==> config.mk <==
export PLATFORM = sky130hd
export DESIGN_NAME = axi_master_burst
export DESIGN_NICKNAME = d
export VERILOG_FILES = /design/src/rtl/axi_pkg.sv /design/src/rtl/axi_master_burst.sv
export SDC_FILE = /design/constraint.sdc
export NUM_CORES = 1
export LEC_CHECK = 0
export ABC_AREA = 1
export CAP_MARGIN = 40
export CORE_AREA = 2 2 542 544
export CTS_CLUSTER_SIZE = 20
export DETAILED_ROUTE_END_ITERATION = 8
export DIE_AREA = 0 0 544 546
export PLACE_DENSITY_LB_ADDON = 0.3
export SLEW_MARGIN = 10
export SYNTH_ARGS = -nofsm -noshare
export SYNTH_HDL_FRONTEND = slang
export SYNTH_SLANG_ARGS = --single-unit
==> constraint.sdc <==
create_clock -name clk -period 1.5 [get_ports clk]
set_input_delay 0.225 -clock clk [delete_from_list [all_inputs] [get_ports clk]]
set_output_delay 0.225 -clock clk [all_outputs]
set_load 0.02 [all_outputs]
==> src/rtl/axi_pkg.sv <==
// Shared AXI4 encodings and FSM state type for the burst master.
package axi_pkg;

   localparam logic [1:0] BURST_FIXED = 2'b00;
   localparam logic [1:0] BURST_INCR  = 2'b01;
   localparam logic [1:0] BURST_WRAP  = 2'b10;

   localparam logic [1:0] RESP_OKAY   = 2'b00;
   localparam logic [1:0] RESP_EXOKAY = 2'b01;
   localparam logic [1:0] RESP_SLVERR = 2'b10;
   localparam logic [1:0] RESP_DECERR = 2'b11;

   typedef enum logic [2:0] {
      S_IDLE,
      S_AW,
      S_W,
      S_B,
      S_AR,
      S_R,
      S_ERR
   } state_e;

endpackage

==> src/rtl/axi_master_burst.sv <==
// Single-outstanding AXI4 INCR burst master with command/stream front end.
// Define AXI_MASTER_4K_CHECK_EN to reject commands that cross a 4 KB page.
module axi_master_burst
   import axi_pkg::*;
#(
   parameter int AXI_DATA_WIDTH = 256,
   parameter int AXI_ADDR_WIDTH = 64,
   parameter int AXI_ID_WIDTH   = 4,
   parameter int AXI_STRB_WIDTH = AXI_DATA_WIDTH / 8,
   parameter int AXI_USER_WIDTH = 1,
   parameter int TX_ID          = 0,
   parameter int ADDR_LSB       = $clog2(AXI_DATA_WIDTH / 8)
) (
   input  logic                      clk,
   input  logic                      rst_n,

   input  logic                      cmd_valid,
   output logic                      cmd_ready,
   input  logic                      cmd_write,
   input  logic [AXI_ADDR_WIDTH-1:0] cmd_addr,
   input  logic [7:0]                cmd_len,

   input  logic                      wr_valid,
   output logic                      wr_ready,
   input  logic [AXI_DATA_WIDTH-1:0] wr_data,
   input  logic [AXI_STRB_WIDTH-1:0] wr_strb,

   output logic                      rd_valid,
   input  logic                      rd_ready,
   output logic [AXI_DATA_WIDTH-1:0] rd_data,
   output logic                      rd_last,

   output logic                      done_valid,
   output logic [1:0]                done_resp,
   output logic                      busy,

   output logic [AXI_ADDR_WIDTH-1:0] aw_addr,
   output logic [2:0]                aw_prot,
   output logic [3:0]                aw_region,
   output logic [7:0]                aw_len,
   output logic [2:0]                aw_size,
   output logic [1:0]                aw_burst,
   output logic                      aw_lock,
   output logic [3:0]                aw_cache,
   output logic [3:0]                aw_qos,
   output logic [AXI_ID_WIDTH-1:0]   aw_id,
   output logic [AXI_USER_WIDTH-1:0] aw_user,
   output logic                      aw_valid,
   input  logic                      aw_ready,

   output logic [AXI_ADDR_WIDTH-1:0] ar_addr,
   output logic [2:0]                ar_prot,
   output logic [3:0]                ar_region,
   output logic [7:0]                ar_len,
   output logic [2:0]                ar_size,
   output logic [1:0]                ar_burst,
   output logic                      ar_lock,
   output logic [3:0]                ar_cache,
   output logic [3:0]                ar_qos,
   output logic [AXI_ID_WIDTH-1:0]   ar_id,
   output logic [AXI_USER_WIDTH-1:0] ar_user,
   output logic                      ar_valid,
   input  logic                      ar_ready,

   output logic                      w_valid,
   output logic [AXI_DATA_WIDTH-1:0] w_data,
   output logic [AXI_STRB_WIDTH-1:0] w_strb,
   output logic [AXI_USER_WIDTH-1:0] w_user,
   output logic                      w_last,
   input  logic                      w_ready,

   input  logic [AXI_DATA_WIDTH-1:0] r_data,
   input  logic [1:0]                r_resp,
   input  logic                      r_last,
   input  logic [AXI_ID_WIDTH-1:0]   r_id,
   input  logic [AXI_USER_WIDTH-1:0] r_user,
   input  logic                      r_valid,
   output logic                      r_ready,

   input  logic [1:0]                b_resp,
   input  logic [AXI_ID_WIDTH-1:0]   b_id,
   input  logic [AXI_USER_WIDTH-1:0] b_user,
   input  logic                      b_valid,
   output logic                      b_ready
);

   localparam logic [AXI_ADDR_WIDTH-1:0] ALIGN_MASK =
      {{(AXI_ADDR_WIDTH-ADDR_LSB){1'b1}}, {ADDR_LSB{1'b0}}};

   state_e                    state_q, state_d;
   logic [AXI_ADDR_WIDTH-1:0] addr_q, addr_d;
   logic [7:0]                len_q, len_d;
   logic [7:0]                cnt_q, cnt_d;
   logic [1:0]                resp_q, resp_d;
   logic                      done_d;
   logic [1:0]                done_resp_d;
   logic                      w_hs, r_hs;
   logic                      unused_inputs;

   assign unused_inputs = ^{b_id, b_user, r_id, r_user};

`ifdef AXI_MASTER_4K_CHECK_EN
   logic [AXI_ADDR_WIDTH-1:0] cmd_base, cmd_span, cmd_end;
   logic                      cross_4k;

   always_comb begin
      cmd_base = cmd_addr & ALIGN_MASK;
      cmd_span = AXI_ADDR_WIDTH'({1'b0, cmd_len} + 9'd1) << ADDR_LSB;
      cmd_end  = cmd_base + cmd_span - {{(AXI_ADDR_WIDTH-1){1'b0}}, 1'b1};
      cross_4k = cmd_end[AXI_ADDR_WIDTH-1:12] != cmd_base[AXI_ADDR_WIDTH-1:12];
   end
`endif

   assign cmd_ready = state_q == S_IDLE;
   assign busy      = state_q != S_IDLE;

   assign aw_valid  = state_q == S_AW;
   assign aw_addr   = addr_q;
   assign aw_len    = len_q;
   assign aw_size   = 3'(ADDR_LSB);
   assign aw_burst  = BURST_INCR;
   assign aw_id     = AXI_ID_WIDTH'(TX_ID);
   assign aw_prot   = '0;
   assign aw_region = '0;
   assign aw_lock   = 1'b0;
   assign aw_cache  = '0;
   assign aw_qos    = '0;
   assign aw_user   = '0;

   assign ar_valid  = state_q == S_AR;
   assign ar_addr   = addr_q;
   assign ar_len    = len_q;
   assign ar_size   = 3'(ADDR_LSB);
   assign ar_burst  = BURST_INCR;
   assign ar_id     = AXI_ID_WIDTH'(TX_ID);
   assign ar_prot   = '0;
   assign ar_region = '0;
   assign ar_lock   = 1'b0;
   assign ar_cache  = '0;
   assign ar_qos    = '0;
   assign ar_user   = '0;

   assign w_valid   = (state_q == S_W) && wr_valid;
   assign wr_ready  = (state_q == S_W) && w_ready;
   assign w_data    = wr_data;
   assign w_strb    = wr_strb;
   assign w_user    = '0;
   assign w_last    = (state_q == S_W) && (cnt_q == len_q);
   assign w_hs      = w_valid && w_ready;

   assign rd_valid  = (state_q == S_R) && r_valid;
   assign r_ready   = (state_q == S_R) && rd_ready;
   assign rd_data   = r_data;
   assign rd_last   = r_last;
   assign r_hs      = r_valid && r_ready;

   assign b_ready   = state_q == S_B;

   always_comb begin
      state_d     = state_q;
      addr_d      = addr_q;
      len_d       = len_q;
      cnt_d       = cnt_q;
      resp_d      = resp_q;
      done_d      = 1'b0;
      done_resp_d = done_resp;
      unique case (state_q)
         S_IDLE: begin
            if (cmd_valid) begin
               addr_d  = cmd_addr & ALIGN_MASK;
               len_d   = cmd_len;
               cnt_d   = '0;
               resp_d  = RESP_OKAY;
               state_d = cmd_write ? S_AW : S_AR;
`ifdef AXI_MASTER_4K_CHECK_EN
               if (cross_4k) state_d = S_ERR;
`endif
            end
         end
         S_AW: if (aw_ready) state_d = S_W;
         S_W: begin
            if (w_hs) begin
               cnt_d = cnt_q + 8'd1;
               if (cnt_q == len_q) state_d = S_B;
            end
         end
         S_B: begin
            if (b_valid) begin
               done_d      = 1'b1;
               done_resp_d = b_resp;
               state_d     = S_IDLE;
            end
         end
         S_AR: if (ar_ready) state_d = S_R;
         S_R: begin
            if (r_hs) begin
               cnt_d = cnt_q + 8'd1;
               // first non-OKAY response wins for the whole burst
               if (resp_q == RESP_OKAY) resp_d = r_resp;
               if (r_last) begin
                  done_d      = 1'b1;
                  done_resp_d = (cnt_q != len_q) ? RESP_SLVERR : resp_d;
                  state_d     = S_IDLE;
               end
            end
         end
         S_ERR: begin
            done_d      = 1'b1;
            done_resp_d = RESP_SLVERR;
            state_d     = S_IDLE;
         end
         default: state_d = S_IDLE;
      endcase
   end

   always_ff @(posedge clk) begin
      if (!rst_n) begin
         state_q    <= S_IDLE;
         addr_q     <= '0;
         len_q      <= '0;
         cnt_q      <= '0;
         resp_q     <= RESP_OKAY;
         done_valid <= 1'b0;
         done_resp  <= RESP_OKAY;
      end else begin
         state_q    <= state_d;
         addr_q     <= addr_d;
         len_q      <= len_d;
         cnt_q      <= cnt_d;
         resp_q     <= resp_d;
         done_valid <= done_d;
         done_resp  <= done_resp_d;
      end
   end

endmodule

==> results of run 1 <==
## layout make-up
| cell class | instances | area (µm²) |
|---|---|---|
| clock inverter | 5 | 56.30 |
| antenna | 2 | 5.005 |
| multi-input combinational | 395 | 2633 |
| sequential | 83 | 1684 |
| timing repair buffer | 341 | 3557 |
| clock buffer | 9 | 225.2 |
| inverter | 37 | 160.2 |
| tap | 3919 | 4903 |
| fill | 34623 | 278800 |
## how the worst max path moves through the flow
stage | end | depth (start not counted) | startpoint | slack (ps)
after floorplan | state_q[0] | 10 | state_q[2] | 40
after global placement | cnt_q[4] | 11 | r_valid | -260
after detailed placement | cnt_q[1] | 10 | r_valid | -280
after CTS | w_last | 7 | ar_len[7] | -450
after global routing | w_last | 7 | cnt_q[2] | -410
final | w_last | 7 | ar_len[2] | -300
## logic make-up after synthesis
logic type	Yosys count	synth area share (%)
DFF	83	19.19
other	2	0.08675
buffers and inverters	744	62.34
adders and majority gates	1	0.1445
AOI/OAI and AO/OA	97	5.853
xor gates and xnor gates	6	0.6070
and+or+nand+nor	228	11.78
## per-layer routing
| metal | vias to the layer above | global-route usage [%] | routed length, µm |
|---|---|---|---|
| li1 | 2300 | - | - |
| met1 | 2296 | 1.688 | 9883 |
| met2 | 815 | 11.90 | 53470 |
| met3 | 387 | 13.69 | 46130 |
| met4 | 6 | 5.769 | 9652 |
| met5 | - | 0.4383 | 211 |
## power by group through the flow
stage	Clock, W	Combinational (W)	Sequential [W]
floorplan	0	0.00626	0.00353
global placement	0	0.00825	0.00314
detailed placement	0	0.00822	0.00314
CTS	0.00265	0.00896	0.00311
global route	0.00266	0.0122	0.00329
finish	0.00246	0.0114	0.00321
## sequential cells by signal (all words and copies together) (netlist names)
| name | count |
|---|---|
| done_resp | 2 |
| ar_addr | 59 |
| state_q | 3 |
| resp_q | 2 |
| done_valid | 1 |
| ar_len | 8 |
| cnt_q | 8 |
## stage by stage
stage               cells  total power (W)
global placement     4742          0.01139
CTS                  4767          0.01472
detailed placement   4742          0.01136
finish               4791          0.01711
floorplan            1222         0.009794
global route         4790          0.01811
## worst reg2reg max path, stage by stage, from the launching register on
cell and delay (ps):
dfxtp_4 360, nor2_4 140, nand2_4 70, buf_6 120, or2_4 240, nand2_4 90, nor2_4 50, buf_12 140
buf_4 140, o21ai_2 40, nand2_1 70, a21oi_2 100
## timing repair
action / in CTS / in global routing
hold endpoints to repair: 0 / 0
buffers inserted: 9 / 11
pin swaps: 15 / 24
setup endpoints to repair: 210 / 74
resized for setup: 257 / 215
gates cloned: 2 / 11
## cell usage in the layout (no fill, tap or decap), types with 3 or more instances in the layout
cell type          n
nand3_2           11
o21ai_0            4
clkdlybuf4s15_1   10
buf_8              3
nor2_4            14
inv_1             27
nand2_2           28
o21ai_2            7
nor2_1             6
conb_1            63
inv_2              3
dfxtp_4            3
buf_4             61
nand2_4           40
nand3_4            3
nand3_1           65
nand2_1           51
clkinv_2           3
buf_16             3
a21oi_2           53
buf_12            20
buf_6             29
clkdlybuf4s50_1   81
inv_4              4
dfxtp_1           71
dlygate4sd2_1    120
clkbuf_16         19
a21oi_1           28
dfxtp_2            9
==> summary.md, run 1 <==
| Metric | Value |
|---|---|
| Worst path cell trace | `xnor2_1, nand2_1, nor2_4, nand2_4, nor2_4, buf_6, buf_12` |
| First-pass GRT wire length | `130.0 mm` |
| WL final | `119.3 mm` |
| Final Hold Fails | `0` |
| Post-DRT Antenna Nets | `0` |
| Post-synthesis cell area | `8657 µm²` |
| All-layer global routing usage | `7.595%` |
| Max frequency | `0.5540 GHz` |
| Violated checks | `negative setup slack` |
| Crit. End Element | `output pin` |
| Worst-skew pair later-pin latency | `420 ps` |
| Clk_skew | `14.82 ps` |
| Post-route worst setup slack | `-304.9 ps` |
| Max-Cap Viols | `0` |
| Yosys warning count | `0` |
| Post-place instance area | `11640 µm²` |
| Top_reg_cell synth | `dfxtp_1` |
| RSZ-0062 raised after global routing | `yes` |
| Clock share of power | `14.4%` |
| Yosys cell types | `31` |
| Setup Viol. Count Final | `77` |
| DRT iter0 DRCs | `230` |
| Vias in the first global route | `5514` |
| Routability congestion estimate | `0.7056` |
| Most common cell in the netlist | `buf_4` |
| Number of enable flip-flop cells after synthesis | `0` |
| Vias/cell | `1.211` |
| Switching Share | `45.72%` |
| Hold path startpoint | `cmd_valid` |
| Total CTS buffers | `9` |
| CP max stage delay | `360 ps` |
| Hold Path Class | `in2reg` |
| Die height | `546 µm` |
| Area contributors post-synth | `buf_4 59%, dfxtp_1 19%, nand2_1 5.0%` |
| Setup WS pre-CTS | `-277.8 ps` |
| WP buf/inv | `2` |
| FP Rows | `199` |
| Syn avg cell area | `7.457 µm²` |
| Hold-fix buffers, CTS | `0` |
| Maximum clock path buffer count | `2` |
| Post-synth top cells | `677 x buf_4, 116 x nand2_1, 83 x dfxtp_1` |
| Worst hold slack | `288.2 ps` |
| Design area | `13220 µm²` |
| Min-Delay Path Depth | `4` |
| Cell taking the most area after synthesis | `buf_4` |
| Worst r2r src | `state_q[0]` |
| GR Overflow Total | `0` |
| Clock slew at reported path FFs | `70 ps` |
| Worst setup SP type | `flip-flop` |
| Combinational Power Share | `66.8%` |
| Register share of total power | `18.7%` |
| CTS sink cnt | `83` |
| Final #Nets | `1510` |
| WP data required | `1270 ps` |
| Max Slew Vio Count | `0` |
| CP most frequent cell | `nor2_4` |
| Core area | `292100 µm²` |
| Final period utilization | `120.3%` |
| Switch Pwr | `0.007823 W` |
| Final TNS setup | `-3525 ps` |
| Synth top area share | `58.71%` |
| Crit Path Class | `reg2out` |
| CP delay by family, top | `simple AND/OR/NAND/NOR gates` |
| # H-tree levels | `3` |
| PD cells | `1294 nW/µm²` |
| Reg2Reg Setup Slack | `-140 ps` |
| Root buf cell | `clkbuf_16` |
| Layout Utilization | `4.528%` |
| DP HPWL | `110.1 mm` |
| Share of layout cells above drive strength 1 | `38.05%` |
| R2R Path End | `cnt_q[4]` |
| Internal power | `0.009286 W` |
| Final min period | `1805 ps` |
| Status | `finished with violations` |
| CP Max Fanout | `2` |
| Static leakage | `4.089 nW` |
| Worst vdd ir | `524.9 µV` |
| TritonCTS clock tree | `built` |
| Area Growth Syn to Fin | `52.75%` |
| Flops & latches, synth | `83` |
| I/O pin count | `1397` |
| Port Buf Inserts | `230` |
| Hold EP | `ar_addr[27]` |
| Initial core utilization | `2.964%` |
| Synth async-reset ratio | `0%` |
| Die footprint | `297000 µm²` |
| Critical path arrival | `1580 ps` |
| Reg2Reg Depth | `11` |
| Die width | `544 µm` |
| Register area share after synthesis | `19.19%` |
| Crit-path slowest cell | `dfxtp_1` |
| Drt first pass iters | `4` |
| Largest net degree at the start of global routing | `46` |
| Initial antenna violation count | `8` |
| Wire per inst | `24.91 µm` |
| Via count | `5804` |
| Mapped Cells | `1161` |
| Residual DRC count | `0` |
Power figures use the tool's default switching activity.
==> run 2: changes to the inputs <==
- TNS_END_PERCENT: not set -> 100
==> results of run 2 <==
No change in the layout: final DEF, timing and power equal those of run 1.
==> run 3: changes to the inputs <==
- SKIP_LAST_GASP: not set -> 1
==> run 3 against run 2 <==
The run still ends with negative setup slack left. Total power grew 0.20%. Critical path depth is the same. Largest cell class unchanged. Die area is the same. Routed wire length grew 0.10%. Critical path type unchanged. Maximum frequency grew 0.30%. Clock skew shrank 3.2 ps. Core utilization is essentially flat. Cell area shrank 0.57%. Hold slack gained 7.9 ps.
==> summary.md, run 3 (synthesized netlist as in run 1, its figures left out) <==
| Metric | Value |
|---|---|
| Critical path arrival | `1570 ps` |
| Final Hold Fails | `0` |
| CP Max Fanout | `2` |
| Switch Pwr | `0.007778 W` |
| Drt first pass iters | `4` |
| WL final | `119.5 mm` |
| First-pass GRT wire length | `129.8 mm` |
| Static leakage | `4.124 nW` |
| Routability congestion estimate | `0.7056` |
| Clock share of power | `14.2%` |
| Max reg flops | `59` |
| Largest net degree at the start of global routing | `46` |
| Layout Utilization | `4.502%` |
| Area Growth Syn to Fin | `51.89%` |
| CP delay by family, top | `simple AND/OR/NAND/NOR gates` |
| GR Overflow Total | `0` |
| Via count | `5775` |
| Worst vdd ir | `552.6 µV` |
| Max Slew Vio Count | `0` |
| Initial antenna violation count | `8` |
| Crit Path Class | `reg2out` |
| Most common cell after layout, fill and taps aside | `dlygate4sd2_1` |
| Hold Path Class | `in2reg` |
| Final period utilization | `120.0%` |
| Combinational Power Share | `67.1%` |
| Final #Nets | `1511` |
| Maximum clock path buffer count | `2` |
| RSZ-0062 raised after global routing | `yes` |
| Core area | `292100 µm²` |
| Design area | `13150 µm²` |
| Max-Cap Viols | `0` |
| Crit. End Element | `output pin` |
| Violated checks | `negative setup slack` |
| Root buf cell | `clkbuf_16` |
| CP most frequent cell | `nor2_4` |
| DP HPWL | `110.1 mm` |
| Final TNS setup | `-3178 ps` |
| Residual DRC count | `0` |
| FP Rows | `199` |
| Internal power | `0.009366 W` |
| Crit-path slowest cell | `dfxtp_1` |
| Hold-fix buffers, CTS | `0` |
| Die footprint | `297000 µm²` |
| WP data required | `1270 ps` |
| Setup Viol. Count Final | `69` |
| Max frequency | `0.5557 GHz` |
| I/O pin count | `1397` |
| Register share of total power | `18.6%` |
| Status | `finished with violations` |
| Initial core utilization | `2.964%` |
| Worst path cell trace | `xnor2_1, nand2_1, nor2_4, nand2_4, nor2_4, buf_6, buf_12` |
| All-layer global routing usage | `7.591%` |
| Commonest cells after routing, fill and taps aside | `125 x dlygate4sd2_1, 81 x clkdlybuf4s50_1, 73 x nand3_1` |
| # H-tree levels | `3` |
| Vias/cell | `1.205` |
| TritonCTS clock tree | `built` |
| Power, Total | `0.01714 W` |
| Worst setup SP type | `flip-flop` |
| Post-DRT Antenna Nets | `0` |
| Wire per inst | `24.93 µm` |
| DRT iter0 DRCs | `234` |
| CTS sink cnt | `83` |
| Final min period | `1799 ps` |
| Worst-skew pair later-pin latency | `410 ps` |
| CP max stage delay | `360 ps` |
| WP buf/inv | `2` |
| PD cells | `1304 nW/µm²` |
| Clk_skew | `11.62 ps` |
| Share of layout cells above drive strength 1 | `34.10%` |
| Total CTS buffers | `9` |
| Post-route worst setup slack | `-299.5 ps` |
| Die height | `546 µm` |
| Switching Share | `45.37%` |
| Port Buf Inserts | `230` |
| Vias in the first global route | `5495` |
| Die width | `544 µm` |
| Clock slew at reported path FFs | `70 ps` |
| Post-place instance area | `11640 µm²` |
## run 3: cell types whose count changed in the layout (fill, tap and decap cells not counted), moves of 2 or more
cell	before	now
clkdlybuf4s15_1	10	7
nand3_2	11	2
buf_8	3	5
nand3_1	65	73
o21ai_2	7	5
nand2_1	51	64
dlygate4sd2_1	120	125
buf_6	29	25
nand2_2	28	15
buf_12	20	22
o21ai_0	4	6
a21oi_2	53	43
clkbuf_2	2	0
a21oi_1	28	38
## run 3: power by group through the flow
| stage | combinational, W | clock [W] | sequential [W] |
|---|---|---|---|
| final | 0.0115 | 0.00244 | 0.00320 |
| after global routing | 0.0122 | 0.00266 | 0.00328 |
| after CTS | 0.00885 | 0.00265 | 0.00311 |
| after detailed placement | 0.00822 | 0 | 0.00314 |
| after global placement | 0.00825 | 0 | 0.00314 |
| after floorplan | 0.00626 | 0 | 0.00353 |
## run 3: through the flow
step | instances | worst slack [ps] | hold slack [ps]
after floorplan | 1222 | 37.82 | 389.4
final | 4792 | -299.5 | 296.1
after global routing | 4791 | -411.7 | 317.5
after detailed placement | 4742 | -277.8 | 450.1
after CTS | 4767 | -449.2 | 256.4
after global placement | 4742 | -261.2 | 450.1
## run 3: path summary, 6_finish.rpt
| check | start | to | slack [ps] | depth (start not counted) |
|---|---|---|---|---|
| worst max-delay path | ar_len[2] | w_last | -300 | 7 |
| worst min-delay path | cmd_valid | ar_addr[27] | 300 | 4 |
| worst min register to register | ar_addr[8] | ar_addr[8] | 480 | 2 |
| worst max register to register | state_q[0] | cnt_q[4] | -130 | 11 |
## run 3: metal layers
layer	part of all wire, %	track usage [%]	vias up
met4	8.1	5.769	6
met5	0.18	0.4383	-
met2	45	11.89	815
li1	-	-	2297
met1	8.4	1.688	2265
met3	39	13.69	392
## run 3: final cells by class
cell class,count,area (µm²)
antenna,2,5.005
sequential,83,1682
fill,34625,278900
multi-input combinational,395,2529
clock buffer,9,225.2
timing repair buffer,342,3591
inverter,37,157.7
tap,3919,4903
clock inverter,5,56.30
## run 3: what timing repair did
action,4_1_cts,5_1_grt
setup endpoints to repair,210,86
pin swaps,15,28
setup buffers,9,11
gates cloned,2,12
resized for setup,239,194
endpoints found under the hold margin,0,0
## run 3: tightest hold or removal path: stages
cell and delay, ps:
buf_4 130, buf_12 140, nand3_1 80, a21oi_1 60
